$ cat src/rtl/bch_dec_enc_seq.sv
// ---------------------------------------------------------------------------------------------
// bch_dec_enc_seq
//   Sequential systematic encoder for a shortened double-error-correcting BCH code. A data
//   word is accepted over a valid/ready handshake. Its check bits are computed by an LFSR that
//   absorbs P_BPC data bits per cycle, MSB first. The codeword {data_o, ecc_o} is then held on
//   an output valid/ready handshake until downstream takes it.
//
//   Check bits = data(x) * x^2m mod g(x), g = m1*m3. data_i[P_D_WIDTH-1] is the highest-order
//   coefficient.
//
//   Optional feature macro: BCH_ENC_OVERALL_PAR_EN
//     defined   : ecc_o gains a top bit holding even parity over data and BCH check bits
//                 (DEC-TED). LP_CHK_W = 2m+1.
//     undefined : LP_CHK_W = 2m, no parity logic.
//
// Ports
//   clk_i        clock, rising edge
//   rst_i        asynchronous reset, active high
//   data_i       data word to encode
//   in_valid_i   data_i valid
//   in_ready_o   encoder can accept a word (idle and not in reset)
//   data_o       registered copy of the accepted word
//   ecc_o        check bits (LP_CHK_W wide)
//   out_valid_o  data_o/ecc_o valid, held until out_ready_i
//   out_ready_i  downstream accepts the result
//   busy_o       encoder not idle
// ---------------------------------------------------------------------------------------------

package bch_dec_enc_seq_pkg;

    // Smallest field order m in 5..8 with 2^m-1 >= data width + 2m; 0 if none fits.
    function automatic int fn_field_order(int dw);
        int m;
        m = 0;
        for (int k = 8; k >= 5; k--) begin
            if (((2 ** k) - 1) >= (dw + 2 * k)) begin
                m = k;
            end
        end
        return m;
    endfunction

    function automatic int fn_ecc_synd_width(int dw);
`ifdef BCH_ENC_OVERALL_PAR_EN
        return 2 * fn_field_order(dw) + 1;
`else
        return 2 * fn_field_order(dw);
`endif
    endfunction

    // Primitive polynomial m1(x) for each supported field order, including the x^m term.
    function automatic logic [8:0] fn_prim(int m);
        logic [8:0] p;
        case (m)
            5:       p = 9'h025;
            6:       p = 9'h043;
            7:       p = 9'h089;
            8:       p = 9'h11D;
            default: p = 9'h000;
        endcase
        return p;
    endfunction

    // Multiplication in GF(2^m) modulo prim.
    function automatic logic [7:0] fn_gf_mul(logic [7:0] a, logic [7:0] b, int m,
                                             logic [8:0] prim);
        logic [8:0] acc_a;
        logic [7:0] res;
        acc_a = {1'b0, a};
        res   = '0;
        for (int i = 0; i < 8; i++) begin
            if (b[i]) begin
                res = res ^ acc_a[7:0];
            end
            acc_a = acc_a << 1;
            if ((acc_a & (9'd1 << m)) != 9'd0) begin
                acc_a = acc_a ^ prim;
            end
        end
        return res;
    endfunction

    // Generator g = m1 * m3. m3 is built as the product of (x + beta^(2^k)) over the conjugates
    // of beta = alpha^3; its coefficients land in GF(2).
    function automatic logic [16:0] fn_gen_poly(int m);
        logic [8:0]       prim;
        logic [8:0][7:0]  c;
        logic [7:0]       r;
        logic [8:0]       m3;
        logic [16:0]      g;
        prim = fn_prim(m);
        c    = '0;
        c[0] = 8'd1;
        r    = 8'h08;
        for (int k = 0; k < 8; k++) begin
            if (k < m) begin
                for (int j = 8; j >= 1; j--) begin
                    c[j] = c[j-1] ^ fn_gf_mul(c[j], r, m, prim);
                end
                c[0] = fn_gf_mul(c[0], r, m, prim);
                r    = fn_gf_mul(r, r, m, prim);
            end
        end
        for (int j = 0; j < 9; j++) begin
            m3[j] = c[j][0];
        end
        g = '0;
        for (int i = 0; i < 9; i++) begin
            if (prim[i]) begin
                g = g ^ ({8'b0, m3} << i);
            end
        end
        case (m)
            5:       g = 17'h00769;
            6:       g = 17'h01539;
            default: ;
        endcase
        return g;
    endfunction

endpackage

module bch_dec_enc_seq
    import bch_dec_enc_seq_pkg::*;
#(
    parameter  int unsigned P_D_WIDTH = 16,
    parameter  int unsigned P_BPC     = 1,
    localparam int unsigned LP_CHK_W  = fn_ecc_synd_width(P_D_WIDTH)
) (
    input  logic                 clk_i,
    input  logic                 rst_i,
    input  logic [P_D_WIDTH-1:0] data_i,
    input  logic                 in_valid_i,
    output logic                 in_ready_o,
    output logic [P_D_WIDTH-1:0] data_o,
    output logic [LP_CHK_W-1:0]  ecc_o,
    output logic                 out_valid_o,
    input  logic                 out_ready_i,
    output logic                 busy_o
);

    localparam int unsigned LP_M        = fn_field_order(P_D_WIDTH);
    localparam int unsigned LP_R        = 2 * LP_M;
    localparam int unsigned LP_STEPS    = (P_BPC == 0) ? 1 : (P_D_WIDTH / P_BPC);
    localparam int unsigned LP_CNT_W    = (LP_STEPS > 1) ? $clog2(LP_STEPS) : 1;
    localparam logic [16:0] LP_GEN      = fn_gen_poly(LP_M);
    localparam logic [LP_R-1:0] LP_G    = LP_GEN[LP_R-1:0];
    localparam logic [LP_CNT_W-1:0] LP_CNT_LAST = LP_CNT_W'(LP_STEPS - 1);

    if (LP_M == 0) begin : gen_bad_width
        $error("bch_dec_enc_seq: P_D_WIDTH too large for field orders 5..8");
    end
    if ((P_BPC == 0) || ((P_D_WIDTH % P_BPC) != 0)) begin : gen_bad_bpc
        $error("bch_dec_enc_seq: P_BPC must divide P_D_WIDTH");
    end

    typedef enum logic [1:0] {
        StIdle,
        StShift,
        StDone
    } state_e;

    state_e                state_q, state_d;
    logic [P_D_WIDTH-1:0]  shreg_q, shreg_d;
    logic [P_D_WIDTH-1:0]  data_q, data_d;
    logic [LP_R-1:0]       lfsr_q, lfsr_d;
    logic [LP_CNT_W-1:0]   cnt_q, cnt_d;
    logic [LP_CHK_W-1:0]   ecc_q, ecc_d;
    logic                  out_valid_q, out_valid_d;

    logic [LP_R-1:0]       lfsr_step;
    logic                  fb;
`ifdef BCH_ENC_OVERALL_PAR_EN
    logic                  par_q, par_d;
    logic                  par_step;
`endif

    // Unrolled P_BPC single-bit LFSR steps, consuming shreg from its MSB downwards.
    always_comb begin
        lfsr_step = lfsr_q;
        fb        = 1'b0;
`ifdef BCH_ENC_OVERALL_PAR_EN
        par_step  = par_q;
`endif
        for (int b = 0; b < P_BPC; b++) begin
            fb        = lfsr_step[LP_R-1] ^ shreg_q[P_D_WIDTH-1-b];
            lfsr_step = {lfsr_step[LP_R-2:0], 1'b0} ^ (fb ? LP_G : '0);
`ifdef BCH_ENC_OVERALL_PAR_EN
            par_step  = par_step ^ shreg_q[P_D_WIDTH-1-b];
`endif
        end
    end

    always_comb begin
        state_d     = state_q;
        shreg_d     = shreg_q;
        data_d      = data_q;
        lfsr_d      = lfsr_q;
        cnt_d       = cnt_q;
        ecc_d       = ecc_q;
        out_valid_d = out_valid_q;
`ifdef BCH_ENC_OVERALL_PAR_EN
        par_d       = par_q;
`endif
        case (state_q)
            StIdle: begin
                if (in_valid_i) begin
                    shreg_d = data_i;
                    data_d  = data_i;
                    lfsr_d  = '0;
                    cnt_d   = '0;
`ifdef BCH_ENC_OVERALL_PAR_EN
                    par_d   = 1'b0;
`endif
                    state_d = StShift;
                end
            end
            StShift: begin
                lfsr_d  = lfsr_step;
                shreg_d = shreg_q << P_BPC;
`ifdef BCH_ENC_OVERALL_PAR_EN
                par_d   = par_step;
`endif
                if (cnt_q == LP_CNT_LAST) begin
`ifdef BCH_ENC_OVERALL_PAR_EN
                    // Data parity so far plus parity of the final check bits.
                    ecc_d = {par_step ^ (^lfsr_step), lfsr_step};
`else
                    ecc_d = lfsr_step;
`endif
                    out_valid_d = 1'b1;
                    state_d     = StDone;
                end else begin
                    cnt_d = cnt_q + LP_CNT_W'(1);
                end
            end
            StDone: begin
                if (out_ready_i) begin
                    out_valid_d = 1'b0;
                    state_d     = StIdle;
                end
            end
            default: begin
                out_valid_d = 1'b0;
                state_d     = StIdle;
            end
        endcase
    end

    always_ff @(posedge clk_i or posedge rst_i) begin
        if (rst_i) begin
            state_q     <= StIdle;
            shreg_q     <= '0;
            data_q      <= '0;
            lfsr_q      <= '0;
            cnt_q       <= '0;
            ecc_q       <= '0;
            out_valid_q <= 1'b0;
`ifdef BCH_ENC_OVERALL_PAR_EN
            par_q       <= 1'b0;
`endif
        end else begin
            state_q     <= state_d;
            shreg_q     <= shreg_d;
            data_q      <= data_d;
            lfsr_q      <= lfsr_d;
            cnt_q       <= cnt_d;
            ecc_q       <= ecc_d;
            out_valid_q <= out_valid_d;
`ifdef BCH_ENC_OVERALL_PAR_EN
            par_q       <= par_d;
`endif
        end
    end

    // Ready is masked combinationally so it reads 0 for the whole reset pulse.
    assign in_ready_o  = (state_q == StIdle) && !rst_i;
    assign busy_o      = (state_q != StIdle);
    assign data_o      = data_q;
    assign ecc_o       = ecc_q;
    assign out_valid_o = out_valid_q;

endmodule
$ cat config.mk
export PLATFORM = sky130hd
export DESIGN_NAME = bch_dec_enc_seq
export DESIGN_NICKNAME = d
export VERILOG_FILES = /design/src/rtl/bch_dec_enc_seq.sv
export SDC_FILE = /design/constraint.sdc
export NUM_CORES = 1
export LEC_CHECK = 0
export CAP_MARGIN = 5
export CORE_MARGIN = 1
export CORE_UTILIZATION = 40
export CTS_CLUSTER_DIAMETER = 200
export DETAILED_ROUTE_END_ITERATION = 16
export DONT_BUFFER_PORTS = 1
export GPL_TIMING_DRIVEN = 0
export PLACE_DENSITY = 0.58
export RECOVER_POWER = 50
export SLEW_MARGIN = 0
export SYNTH_ARGS = -nofsm -noshare
export SYNTH_HDL_FRONTEND = slang
export SYNTH_SLANG_ARGS = --single-unit
$ cat constraint.sdc
create_clock -name clk_i -period 3.45 [get_ports clk_i]
set_input_delay 0.5175 -clock clk_i [delete_from_list [all_inputs] [get_ports clk_i]]
set_output_delay 0.5175 -clock clk_i [all_outputs]
set_load 0.02 [all_outputs]
==> impl_metrics.yaml, run 1 <==
yosys:
  synth.net_count: 245
  ys_ff_latch: 59
  synth_top_area_cell: "dfrtp_1"
  synth_area_um2: 2610
  yosysMostFrequentCell: "dfrtp_1"
  yosys_most_used_dff: "dfrtp_1"
  ys_seq_area_frac: 0.566
  avgSynthCellArea_um2: 11.6
  synth_area_leaders: "dfrtp_1 57%, mux2_2 5.6%, mux2_1 5.2%, nand2_1 4.8%, and3b_1 4.7%"
  yosysWarnings: 0
  synth_edf_count: 0
  async_reset_ff_frac: 1.00
  ys_types: 38
  netlist.area_leader.share: 0.566
  netlist_top_cells_count: "59 x dfrtp_1, 33 x nand2_1, 20 x o21ai_0, 15 x a21oi_1, 14 x and3b_1"
  syn_inst: 224
floorplanning:
  num_io_pins: 49
  coreArea_um2: 6310
  die_w_um: 82.7
  num_rows: 29
  initial_utilization: 0.413
  die_y_um: 82.7
  die-area_um2: 6840
clocking:
  tritoncts: "yes"
  htree_levels: 3
  root_buffer: "clkbuf_8"
  cts_setup_buffers: 0
  cts_hold_buf: 0
  clock_path_buffers: 2
  cts_buffers: 9
  clkSinkCount: 59
  clock_latency_ns: 0.33
  cts_resized: 0
  clk_pin_slew_ns: 0.06
setup_path:
  crit_path_max_fanout: 10
  path_cells: "clkbuf_1 > clkbuf_1 > or2_2 > nor2_1"
  crit_type: "reg2out"
  cp_slowest_cell: "or2_2"
  slowest_delay_ns: 0.42
  cp.required_ns: 2.93
  arrival_ns: 1.97
  ff2ff_setup_slack_ns: 1.72
  cp-end-kind: "primary output"
  cpMostUsedCell: "clkbuf_1"
  rr_worst_depth: 5
  setup.worst_path.start_class: "register"
  r2r_end: "shreg_q[8]$_DFFE_PP0P_"
  r2r-start: "state_q[0]$_DFFE_PP0P_"
layout:
  finish.utilization: 0.458
  n_antenna_cell: 0
  drive_above_1_share: 0.162
  finalInstanceArea_um2: 2890
  fin_cells: 318
  area_delta_synth_final_pct: 10.9
  fillers: 610
  final_nets: 257
timing:
  tns_ns: 0
  max_freq_mhz: 403
  worst_pin_slew_ns: 1.11
  maxSlewHeadroom: 0.256
  hold_viol: 0
  period_minus_slack_ns: 2.48
  hold_ws_ns: 0.316
  worst_slack_ns: 0.967
  finalCritPeriodShare: 0.720
  setup-violations-final: 0
  slew_viol_final: 0
  clock_skew_ns: 0.00475
  rsz0062_at_grt: "no"
drt:
  routed_wl_um: 4920
  drc_errors: 0
  firstDrtPassIters: 4
  postRouteAntennaNets: 0
  wl_per_cell_um: 15.5
  vias_per_cell: 5.37
  drt_iter0_drc: 87
  dr_total_vias: 1707
global_routing:
  grt_pass1_vias: 1725
  grt_util_all_layers: 0.168
  grt-ovfl-total: 0
  grt_pass1_wl_um: 8260
  antenna_found_initial: 0
  grt_max_degree: 32
placement:
  place.gp.congestion: 0.726
  numPortBuffers: 0
  hpwl_um: 3330
  placedCellCount: 302
  pre_cts_ws_ns: 1.49
  post_dp_cell_area_um2: 2720
run:
  drv_cap: 0
hold_path:
  hold_path.startpoint: "data_i[15]"
  hold_depth: 1
  hold_end: "data_o[15]$_DFFE_PP0P_"
  hp-class: "in2reg"
power:
  total_power_mw: 2.83
  power.density_nw_per_um2: 979
  p_leak_nw: 1.32
  ir_drop_v: 0.000488
outcome:
  run_status: "complete, no violations"
## cells by family (layout without fill, tap and decap cells)
family,Yosys count,count (layout),share of synthesized area
and+or+nand+nor,62,62,0.132
AOI/OAI and AO/OA,51,51,0.116
buffers and inverters,18,35,0.0384
muxes,27,27,0.116
adders and majority gates,1,1,0.00480
xor gates and xnor gates,6,6,0.0274
DFF,59,59,0.566
## how the worst max path moves through the flow
stage | from | to | slack (ns) | cells past startpoint
final | state_q[0]$_DFFE_PP0P_ | in_ready_o | 0.97 | 4
after global routing | state_q[0]$_DFFE_PP0P_ | in_ready_o | 0.81 | 4
after CTS | state_q[0]$_DFFE_PP0P_ | in_ready_o | 1.12 | 4
after detailed placement | state_q[0]$_DFFE_PP0P_ | in_ready_o | 1.49 | 4
after global placement | rst_i | ecc_o[2]$_DFFE_PP0P_ | 0.74 | 1
after floorplan | rst_i | cnt_q[0]$_DFFE_PP0P_ | 1.48 | 1
## placed cells by master (no fill, tap or decap), types with 2 or more instances in the layout
| cell | n |
|---|---|
| nand3_1 | 2 |
| buf_2 | 4 |
| nor2_1 | 3 |
| mux2_2 | 13 |
| clkbuf_1 | 10 |
| clkbuf_8 | 11 |
| and3b_1 | 14 |
| inv_1 | 3 |
| xnor2_1 | 5 |
| o22ai_1 | 2 |
| a21oi_1 | 15 |
| nand2b_1 | 3 |
| mux2i_1 | 2 |
| mux2_1 | 12 |
| nand2_1 | 33 |
| o21ai_0 | 20 |
| o2bb2ai_1 | 5 |
| o31ai_1 | 2 |
| clkinv_2 | 2 |
| dfrtp_1 | 59 |
## registers in the layout, indices dropped and copies added (netlist names)
name	flops
out_valid_o	1
shreg_q	16
data_o	16
state_q	2
ecc_o	10
cnt_q	4
lfsr_q	10
## worst max-delay path: cells and delay by family (launching register included)
family / cells / cell delay [ns]
and+or+nand+nor: 2 / 0.74
buffers and inverters: 2 / 0.52
DFF: 1 / 0.38
## per-layer routing
metal	vias up	GRT usage	share of wire	wire length (µm)
li1	808	-	-	-
met1	838	0.209	0.46	2270
met2	57	0.246	0.45	2200
met3	4	0.0901	0.081	398
met4	0	0.0621	0.0089	44
met5	-	0	0	0
## cell type report
cell class	count	area [µm²]	area share
Buffer	15	85.1	0.0294
Clock buffer	14	163	0.0563
Clock inverter	2	10.0	0.00346
Inverter	3	11.3	0.00389
Multi-Input combinational cell	147	1030	0.356
Sequential cell	59	1480	0.511
Tap cell	77	96.3	0.0333
Timing Repair Buffer	1	20.0	0.00692
## report_power, final
group / total (mW) / internal, mW / switching (mW)
logic: 0.859 / 0.436 / 0.423
clock network: 0.551 / 0.298 / 0.253
registers: 1.42 / 1.02 / 0.404
(Power assumes the default switching activity.)
==> inputs of run 2 (changes only) <==
Clock period 3.45 ns to 2.4 ns, I/O delays scaled along.
==> run 2 against run 1 <==
  * Clock skew is essentially flat
  * Core utilization grew 0.22 points
  * Total power rose by 44%
  * Hold slack got worse by 0.16 ns
  * Register-to-register slack got worse by 0.94 ns
  * Die area did not move
  * Setup slack worse by 0.72 ns
  * Global-route usage unchanged
  * Sequential share of layout area is 0.24 points lower
  * Count of clock-buffer cells in the layout unchanged
  * Sequential power is 44% higher
==> impl_metrics.yaml, run 2 (synthesis results as in run 1) <==
clocking:
  cts_buffers: 9
  clk_pin_slew_ns: 0.06
  cts_setup_buffers: 0
  clkSinkCount: 59
  clock_latency_ns: 0.33
  tritoncts: "yes"
  htree_levels: 3
  clock_path_buffers: 2
  root_buffer: "clkbuf_8"
setup_path:
  critical_path_buf_inv_count: 2
  slowest_delay_ns: 0.38
  setup.worst_path.start_class: "register"
  cp-end-kind: "primary output"
  r2r-start: "cnt_q[0]$_DFFE_PP0P_"
  rr_worst_depth: 5
  r2r_end: "ecc_o[5]$_DFFE_PP0P_"
  cpMostUsedCell: "buf_2"
  ff2ff_setup_slack_ns: 0.78
  crit_family: "simple AND/OR/NAND/NOR gates"
  cp_slowest_cell: "dfrtp_1"
  cp.required_ns: 2.04
  arrival_ns: 1.79
  crit_path_max_fanout: 10
  path_cells: "buf_2 > buf_2 > or2_2 > nor2_1"
  crit_type: "reg2out"
placement:
  hpwl_um: 3330
  numPortBuffers: 0
  place.gp.congestion: 0.726
  pre_cts_ws_ns: 0.595
  placedCellCount: 302
  post_dp_cell_area_um2: 2720
timing:
  rsz0062_at_grt: "no"
  period_minus_slack_ns: 2.15
  max_freq_mhz: 465
  setup-violations-final: 0
  hold_viol: 0
  slew_viol_final: 0
  worst_slack_ns: 0.250
  finalCritPeriodShare: 0.896
  maxSlewHeadroom: 0.252
  worst_pin_slew_ns: 1.12
  clock_skew_ns: 0.00435
hold_path:
  hold_path.startpoint: "data_i[15]"
  hold_depth: 1
  hp-class: "in2reg"
  hold_end: "data_o[15]$_DFFE_PP0P_"
drt:
  vias_per_cell: 5.33
  routed_wl_um: 4920
  drt_iter0_drc: 84
  firstDrtPassIters: 6
  postRouteAntennaNets: 0
  dr_total_vias: 1699
  wl_per_cell_um: 15.4
  drc_errors: 0
run:
  drv_cap: 0
layout:
  mostFrequentLayoutCell: "dfrtp_1"
  fin_cells: 319
  ff_latch_area_um2: 1480
  fillers: 608
  n_antenna_cell: 0
  multiInputGateArea_um2: 1030
  area_delta_synth_final_pct: 11.5
  mostFrequentLayoutCells: "59 x dfrtp_1, 33 x nand2_1, 20 x o21ai_0, 15 x a21oi_1, 14 x and3b_1"
  drive_above_1_share: 0.174
  final_nets: 258
  finalInstanceArea_um2: 2910
floorplanning:
  die_w_um: 82.7
  coreArea_um2: 6310
  num_rows: 29
  initial_utilization: 0.413
  num_io_pins: 49
  die-area_um2: 6840
  die_y_um: 82.7
power:
  power.density_nw_per_um2: 1400
  ir_drop_v: 0.000696
  p_leak_nw: 1.33
global_routing:
  antenna_found_initial: 0
  grt_max_degree: 32
  grt_util_all_layers: 0.168
  grt_pass1_wl_um: 8260
  grt_pass1_vias: 1725
  grt-ovfl-total: 0
outcome:
  run_status: "complete, no violations"
==> run 2: per-layer routing <==
layer,GRT usage,share of wire
met2,0.246,0.45
met3,0.0901,0.082
met5,0,0
met4,0.0621,0.0089
met1,0.209,0.46
==> run 2: worst max path at each step <==
| stage | from | end | slack (ns) | cells after the start |
|---|---|---|---|---|
| after floorplan | rst_i | cnt_q[0]$_DFFE_PP0P_ | 0.58 | 1 |
| after global placement | rst_i | ecc_o[2]$_DFFE_PP0P_ | -0.15 | 1 |
| after detailed placement | state_q[0]$_DFFE_PP0P_ | in_ready_o | 0.60 | 4 |
| after CTS | state_q[0]$_DFFE_PP0P_ | in_ready_o | 0.23 | 4 |
| after global routing | state_q[0]$_DFFE_PP0P_ | in_ready_o | 0.13 | 4 |
| final | state_q[0]$_DFFE_PP0P_ | in_ready_o | 0.25 | 4 |
==> run 2: layout make-up <==
type	count	area share
sequential	59	0.508
multi-input combinational	147	0.354
clock buffer	14	0.0560
tap	77	0.0332
buffer	15	0.0306
timing repair buffer	2	0.0103
inverter	3	0.00388
clock inverter	2	0.00345
==> run 2: power breakdown <==
| part | switching, mW | internal [mW] | leakage (nW) |
|---|---|---|---|
| registers | 0.580 | 1.46 | 0.736 |
| logic | 0.608 | 0.634 | 0.502 |
| clock network | 0.364 | 0.429 | 0.0905 |
==> run 2: stage by stage <==
stage	hold WS [ns]	power, mW	setup TNS [ns]	utilization
global route	0.135	4.41	0	0.460
CTS	0.144	4.14	0	0.460
finish	0.158	4.08	0	0.460
global placement	0.464	3.29	-8.82	0.428
detailed placement	0.364	3.33	0	0.431
floorplan	0.450	3.04	0	-
==> run 2: what timing repair did <==
item,in CTS,in global routing
setup endpoints to repair,0,0
gates resized for setup,0,0
endpoints found under the hold margin,12,0
hold buffers,1,0
==> run 2: worst register-to-register path: cells and delay by family (launching register included) <==
family,cells,cell delay (ns)
flip-flops,1,0.39
multiplexers,1,0.35
AND/OR/NAND/NOR,2,0.31
adder cells (fa/ha/maj),1,0.24
buffers and inverters,1,0.22
